===== src/rtl/ctrl_pkg.sv =====
// Shared types and encodings for the multicycle RV64 control sequencer.
package ctrl_pkg;

  localparam int unsigned OPCODE_W  = 7;
  localparam int unsigned FUNCT3_W  = 3;
  localparam int unsigned ALU_OP_W  = 4;
  localparam int unsigned STATE_W   = 3;
  localparam int unsigned INSTRET_W = 32;

  typedef enum logic [STATE_W-1:0] {
    S_FETCH     = 3'd0,
    S_DECODE    = 3'd1,
    S_EXECUTE   = 3'd2,
    S_MEM       = 3'd3,
    S_WRITEBACK = 3'd4,
    S_HALT      = 3'd5
  } state_t;

  typedef enum logic [2:0] {
    IC_R,
    IC_IMM,
    IC_LD,
    IC_SD,
    IC_BEQ,
    IC_ILLEGAL
  } iclass_t;

  localparam logic [OPCODE_W-1:0] OP_R      = 7'b0110011;
  localparam logic [OPCODE_W-1:0] OP_IMM    = 7'b0010011;
  localparam logic [OPCODE_W-1:0] OP_LOAD   = 7'b0000011;
  localparam logic [OPCODE_W-1:0] OP_STORE  = 7'b0100011;
  localparam logic [OPCODE_W-1:0] OP_BRANCH = 7'b1100011;

  localparam logic [FUNCT3_W-1:0] F3_ADD_SUB = 3'b000;
  localparam logic [FUNCT3_W-1:0] F3_AND     = 3'b111;
  localparam logic [FUNCT3_W-1:0] F3_OR      = 3'b110;
  localparam logic [FUNCT3_W-1:0] F3_DOUBLE  = 3'b011;
  localparam logic [FUNCT3_W-1:0] F3_BEQ     = 3'b000;

  localparam logic [ALU_OP_W-1:0] ALU_AND = 4'b0000;
  localparam logic [ALU_OP_W-1:0] ALU_OR  = 4'b0001;
  localparam logic [ALU_OP_W-1:0] ALU_ADD = 4'b0010;
  localparam logic [ALU_OP_W-1:0] ALU_SUB = 4'b0110;

  typedef struct packed {
    logic [OPCODE_W-1:0] opcode;
    logic [FUNCT3_W-1:0] funct3;
    logic                funct7_5;
  } ir_fields_t;

endpackage


===== src/rtl/ctrl_decode.sv =====
// Combinational instruction classifier: IR fields to instruction class and ALU function.
module ctrl_decode
  import ctrl_pkg::*;
(
  input  ir_fields_t          fields,
  output iclass_t             iclass,
  output logic [ALU_OP_W-1:0] alu_op
);

  always_comb begin
    iclass = IC_ILLEGAL;
    alu_op = ALU_ADD;
    case (fields.opcode)
      OP_R: begin
        case (fields.funct3)
          F3_ADD_SUB: begin
            iclass = IC_R;
            alu_op = fields.funct7_5 ? ALU_SUB : ALU_ADD;
          end
          F3_AND: if (!fields.funct7_5) begin
            iclass = IC_R;
            alu_op = ALU_AND;
          end
          F3_OR: if (!fields.funct7_5) begin
            iclass = IC_R;
            alu_op = ALU_OR;
          end
          default: ;
        endcase
      end
      OP_IMM:   if (fields.funct3 == F3_ADD_SUB) iclass = IC_IMM;
      OP_LOAD:  if (fields.funct3 == F3_DOUBLE)  iclass = IC_LD;
      OP_STORE: if (fields.funct3 == F3_DOUBLE)  iclass = IC_SD;
      OP_BRANCH: if (fields.funct3 == F3_BEQ) begin
        iclass = IC_BEQ;
        alu_op = ALU_SUB;
      end
      default: ;
    endcase
  end

endmodule


===== src/rtl/multicycle_ctrl.sv =====
// Multicycle sequencer: FETCH/DECODE/EXECUTE/MEM/WRITEBACK control with memory
// handshake, sticky illegal-instruction halt and retired-instruction counter.
module multicycle_ctrl
  import ctrl_pkg::*;
(
  input  logic                 clk,
  input  logic                 reset,
  input  logic [OPCODE_W-1:0]  opcode,
  input  logic [FUNCT3_W-1:0]  funct3,
  input  logic                 funct7_5,
  input  logic                 zero,
  input  logic                 mem_ready,
  output logic                 mem_read,
  output logic                 mem_write,
  output logic                 ir_write,
  output logic                 mem_to_reg,
  output logic                 reg_write,
  output logic                 alu_src,
  output logic [ALU_OP_W-1:0]  alu_op,
  output logic                 pc_write,
  output logic                 pc_src,
  output logic [STATE_W-1:0]   state,
  output logic                 illegal,
  output logic [INSTRET_W-1:0] instret
);

  state_t                state_q, state_d;
  ir_fields_t            fields_q, live_fields, dec_fields;
  iclass_t               dec_class;
  logic [ALU_OP_W-1:0]   dec_alu_op;

  // DECODE classifies the live IR; later states see only the latched copy.
  assign live_fields = '{opcode: opcode, funct3: funct3, funct7_5: funct7_5};
  assign dec_fields  = (state_q == S_DECODE) ? live_fields : fields_q;
  assign state       = state_q;

  ctrl_decode u_decode (
    .fields (dec_fields),
    .iclass (dec_class),
    .alu_op (dec_alu_op)
  );

  always_ff @(posedge clk) begin
    if (reset) begin
      state_q  <= S_FETCH;
      fields_q <= '0;
      illegal  <= 1'b0;
      instret  <= '0;
    end else begin
      state_q <= state_d;
      if (state_q == S_DECODE) begin
        fields_q <= live_fields;
        if (dec_class == IC_ILLEGAL) illegal <= 1'b1;
      end
      if (pc_write) instret <= instret + INSTRET_W'(1);
    end
  end

  always_comb begin
    state_d    = state_q;
    mem_read   = 1'b0;
    mem_write  = 1'b0;
    ir_write   = 1'b0;
    mem_to_reg = 1'b0;
    reg_write  = 1'b0;
    alu_src    = 1'b0;
    alu_op     = ALU_ADD;
    pc_write   = 1'b0;
    pc_src     = 1'b0;
    case (state_q)
      S_FETCH: begin
        mem_read = 1'b1;
        if (mem_ready) begin
          ir_write = 1'b1;
          state_d  = S_DECODE;
        end
      end
      S_DECODE: begin
        state_d = (dec_class == IC_ILLEGAL) ? S_HALT : S_EXECUTE;
      end
      S_EXECUTE: begin
        alu_op = dec_alu_op;
        case (dec_class)
          IC_R:   state_d = S_WRITEBACK;
          IC_IMM: begin
            alu_src = 1'b1;
            state_d = S_WRITEBACK;
          end
          IC_LD, IC_SD: begin
            alu_src = 1'b1;
            state_d = S_MEM;
          end
          IC_BEQ: begin
            pc_write = 1'b1;
            pc_src   = zero;
            state_d  = S_FETCH;
          end
          default: state_d = S_HALT;
        endcase
      end
      S_MEM: begin
        alu_op = dec_alu_op;
        if (dec_class == IC_LD) begin
          mem_read = 1'b1;
          if (mem_ready) state_d = S_WRITEBACK;
        end else begin
          mem_write = 1'b1;
          if (mem_ready) begin
            pc_write = 1'b1;
            state_d  = S_FETCH;
          end
        end
      end
      S_WRITEBACK: begin
        alu_op     = dec_alu_op;
        reg_write  = 1'b1;
        mem_to_reg = (dec_class == IC_LD);
        pc_write   = 1'b1;
        state_d    = S_FETCH;
      end
      S_HALT:  state_d = S_HALT;
      default: state_d = S_FETCH;
    endcase
  end

endmodule


===== config.mk =====
export PLATFORM = sky130hd
export DESIGN_NAME = multicycle_ctrl
export DESIGN_NICKNAME = d
export VERILOG_FILES = /design/src/rtl/ctrl_pkg.sv /design/src/rtl/ctrl_decode.sv /design/src/rtl/multicycle_ctrl.sv
export SDC_FILE = /design/constraint.sdc
export NUM_CORES = 1
export LEC_CHECK = 0
export CAP_MARGIN = 30
export CELL_PAD_IN_SITES_DETAIL_PLACEMENT = 1
export CELL_PAD_IN_SITES_GLOBAL_PLACEMENT = 1
export CORE_MARGIN = 2
export CORE_UTILIZATION = 36
export CTS_CLUSTER_SIZE = 40
export DETAILED_ROUTE_END_ITERATION = 6
export PLACE_DENSITY = 0.91
export SYNTH_ARGS = -nofsm -noshare
export SYNTH_HDL_FRONTEND = slang
export SYNTH_SLANG_ARGS = --single-unit

===== constraint.sdc =====
create_clock -name clk -period 3.8 [get_ports clk]
set_input_delay 0.76 -clock clk [delete_from_list [all_inputs] [get_ports clk]]
set_output_delay 0.76 -clock clk [all_outputs]
set_load 0.005 [all_outputs]

==> results.md <==
* Number of ports placed on the die boundary at 63
* Number of rows created at floorplan at 31
* Number of vias after detailed routing at 2988
* Final ANT Viol Nets at 0
* Area contributors post-synth: sky130_fd_sc_hd__dfxtp_1 35%, sky130_fd_sc_hd__a21oi_1 8.3%, sky130_fd_sc_hd__or3_1 5.8%
* Leading cell types by count after synthesis: 47 x sky130_fd_sc_hd__dfxtp_1, 45 x sky130_fd_sc_hd__a21oi_1, 31 x sky130_fd_sc_hd__nand2_1, 26 x sky130_fd_sc_hd__o21ai_0, 25 x sky130_fd_sc_hd__or3_1
* Final setup margin at 0.0325 ns
* Shortest period the worst path allows at 3.77 ns
* Max stage delay cell, worst path: sky130_fd_sc_hd__or4bb_4
* Maximum clock skew at final layout at 0.00960 ns
* Die span in x at 90.7 um
* Number of nets in the finished design at 442
* Synthesis-stage register bit count at 47
* Synthesized area at 0.00271 mm2
* Number of instances in the synthesized netlist at 345
* Fin. max-slew vios at 0
* Clock buffers created by TritonCTS at 5
* Sequential share of the synthesized area at 34.8%
* Post-synthesis adder-cell area fraction at 0.463%
* Combinational power share at 20.1%
* Total power per unit cell area at 317 mW/mm2
* Classification of the worst-slack hold path: register to register
* Cell-internal power at 0.879 mW
* Number of standard cells in the final layout excluding fillers at 526
* Sequential share of power at 43.5%
* DIE HEIGHT at 90.7 um
* F_max at 0.265 GHz
* CTS H-tree lvls at 2
* Synth-to-Final Area Change at 40.3%
* Synth area leader: sky130_fd_sc_hd__dfxtp_1
* Synth Area per Inst at 7.84 um2
* Status: finished, final reports clean
* Core footprint at 0.00725 mm2
* CTS tree: yes
* Final routed wirelength across all metal layers at 8810 um
* DRC at 0
* Worst path arrival time at 3.01 ns
* Weighted congestion at the end of routability-driven global placement at 0.870
* Starting Density at 37.3%
* Hold buffer count at CTS at 0
* Setup slack after placement at -0.424 ns
* Chain of cells forming the critical path: clkdlybuf4s50_1, or4bb_4, buf_6, nor2_4, nor2_4, a2111oi_4, buf_4, and4_1, clkdlybuf4s15_1
* Count of fill cells added during filler insertion at 896
* Total routing usage reported by global routing at 20.8%
* DR WL/cell at 16.7 um
* Post-synth top flop: sky130_fd_sc_hd__dfxtp_1
* Switching component of the power at 0.323 mW
* WP data required at 3.04 ns
* Post-synthesis compound-gate area fraction at 21.0%
* Unrepaired setup endpoints after global routing: true
* Number of flops mapped to enable cells by yosys at 0
* Endpoint type of the worst setup path: primary output
* Clk pwr share at 36.4%
* Post-placement cell area at 0.00355 mm2
* Delay of the slowest cell on the worst path at 0.55 ns
* Final hold viol count at 0
* Proportion of netlist area held by the largest area contributor at 34.8%
* Simple-gate share of the synthesized area at 32.7%
* Vias in the first global route at 3063
* Combinational family with the most area after synthesis: simple AND/OR/NAND/NOR gates
* Iteration count of the initial detailed-routing pass at 4
* Syn Nets at 361
* Number of I/O port buffers at 61
* HPWL after detailed placement at 6170 um
* Maximum count of clock buffers along a single path at 2
* Setup TNS at 0 ns
* Number of placed cells counting well taps at 512
* Count of max-cap constraint violations at 0
* Highest ir drop seen on vdd at 0.185 mV
* Iteration-0 DRC count of the detailed router at 44
* Number of antenna violations at the first check in global routing at 0
* Total inserted antenna cells at 0
* Design Area, Final at 0.00379 mm2
* Largest net degree at the start of global routing at 55
* Max FO, Critical Path at 3
* Max-slew headroom at the worst pin at 55.3%
* Startpoint-to-endpoint class of the critical path: primary input to primary output
* Sum of overflow across all layers after global routing at 0
* Sink count of the clock tree at 47
* Final Cycle Share at 99.1%
* Leading cell type by number of instances after synthesis: sky130_fd_sc_hd__dfxtp_1
* Fraction of synthesized area in multiplexers at 4.30%
* Total power of the final layout at 1.20 mW
* Skew-Pair Late Insertion Delay at 0.30 ns
* Avg Vias per Cell at 5.68
* Setup crit start kind: primary input
* Fraction of layout cells with a size suffix above 1 at 16.9%
* Synth async-reset ratio at 0%
* Crit-path most repeated cell: sky130_fd_sc_hd__nor2_4
* Fraction of synthesized cell area in xor and xnor cells at 0.971%
* Static leakage at 1.34 nW
* Warnings from Yosys at 0
* Clock transition time at the flip-flop clock pins of the worst setup and hold paths at 0.09 ns
* Cell variety after synth at 49
* Switch share at 26.8%
* Slew at the pin closest to its max-slew limit at 0.669 ns
* Final Setup Violations at 0
* Wire length of the first global-routing pass at 14400 um
* DIE AREA at 0.00822 mm2
* Clock root cell: sky130_fd_sc_hd__clkbuf_8
per-stage QoR:
stage | hold slack [ns] | utilization (%)
floorplan | 0.431 | -
global placement | 0.441 | 48.9
detailed placement | 0.453 | 48.9
CTS | 0.466 | 51.8
global route | 0.492 | 52.3
finish | 0.459 | 52.3
power by group through the flow:
stage	clock, mW	sequential, mW	combinational (mW)
floorplan	0	0.530	0.135
global placement	0	0.533	0.226
detailed placement	0	0.535	0.231
CTS	0.446	0.524	0.239
global route	0.464	0.526	0.263
finish	0.437	0.523	0.241
state kept, by name (all words and copies together), names as in the netlist:
| name | count |
|---|---|
| illegal | 1 |
| state | 3 |
| instret | 32 |
| fields_q | 11 |
worst max-delay path, delay by kind of cell:
| kind | cells | cell delay (ns) |
|---|---|---|
| and+or+nand+nor | 4 | 0.90 |
| AOI/OAI and AO/OA | 1 | 0.38 |
| buffers and inverters | 4 | 0.96 |
routing by layer:
metal	share of wire [%]	track usage, %
met5	0	0
met3	4.1	3.67
met2	52	37.8
met4	1.3	6.67
met1	43	24.6
placed cells by master, fill, tap and decap left out, types with 4 or more instances in the layout:
cell type,instances
sky130_fd_sc_hd__a21oi_1,45
sky130_fd_sc_hd__and3_1,9
sky130_fd_sc_hd__and4_1,6
sky130_fd_sc_hd__buf_4,35
sky130_fd_sc_hd__clkbuf_8,5
sky130_fd_sc_hd__clkdlybuf4s50_1,52
sky130_fd_sc_hd__dfxtp_1,47
sky130_fd_sc_hd__dlygate4sd2_1,4
sky130_fd_sc_hd__inv_1,7
sky130_fd_sc_hd__mux2i_1,6
sky130_fd_sc_hd__nand2_1,31
sky130_fd_sc_hd__nand3_1,13
sky130_fd_sc_hd__nand3b_1,6
sky130_fd_sc_hd__nand4_1,10
sky130_fd_sc_hd__nor2_1,19
sky130_fd_sc_hd__nor2b_1,4
sky130_fd_sc_hd__nor3_1,7
sky130_fd_sc_hd__o21ai_0,25
sky130_fd_sc_hd__o31ai_1,5
sky130_fd_sc_hd__or3_1,25
sky130_fd_sc_hd__or4_1,6
path summary, 6_finish.rpt:
check / endpoint / depth (start not counted) / startpoint / slack [ns]
hold reg to reg: fields_q[5]$_SDFF_PP0_ / 2 / fields_q[5]$_SDFF_PP0_ / 0.46
hold / removal: fields_q[5]$_SDFF_PP0_ / 2 / fields_q[5]$_SDFF_PP0_ / 0.46
setup reg to reg: instret[12]$_SDFFE_PP0P_ / 9 / state[0]$_SDFFE_PP0P_ / 0.56
setup / recovery: pc_src / 9 / opcode[3] / 0.03
cells by family after synthesis:
group	after synthesis
and+or+nand+nor	158
xor gates and xnor gates	3
other	1
muxes	10
AOI/OAI and AO/OA	94
DFF	47
adders and majority gates	1
buffers and inverters	31
layout make-up:
class / count / area (um2) / area share, %
Timing Repair Buffer: 97 / 880 / 23.2
Clock inverter: 3 / 67.6 / 1.78
Inverter: 8 / 30.0 / 0.791
Clock buffer: 5 / 68.8 / 1.81
Tap cell: 99 / 124 / 3.26
Sequential cell: 47 / 941 / 24.8
Multi-Input combinational cell: 267 / 1680 / 44.4
repair_timing:
action | CTS | global route
pin swaps | 7 | 3
endpoints found under the setup margin | 7 | 7
gates resized for setup | 21 | 11
buffers inserted | 4 | 1
Note: power is estimated with default switching activity, not from simulation.
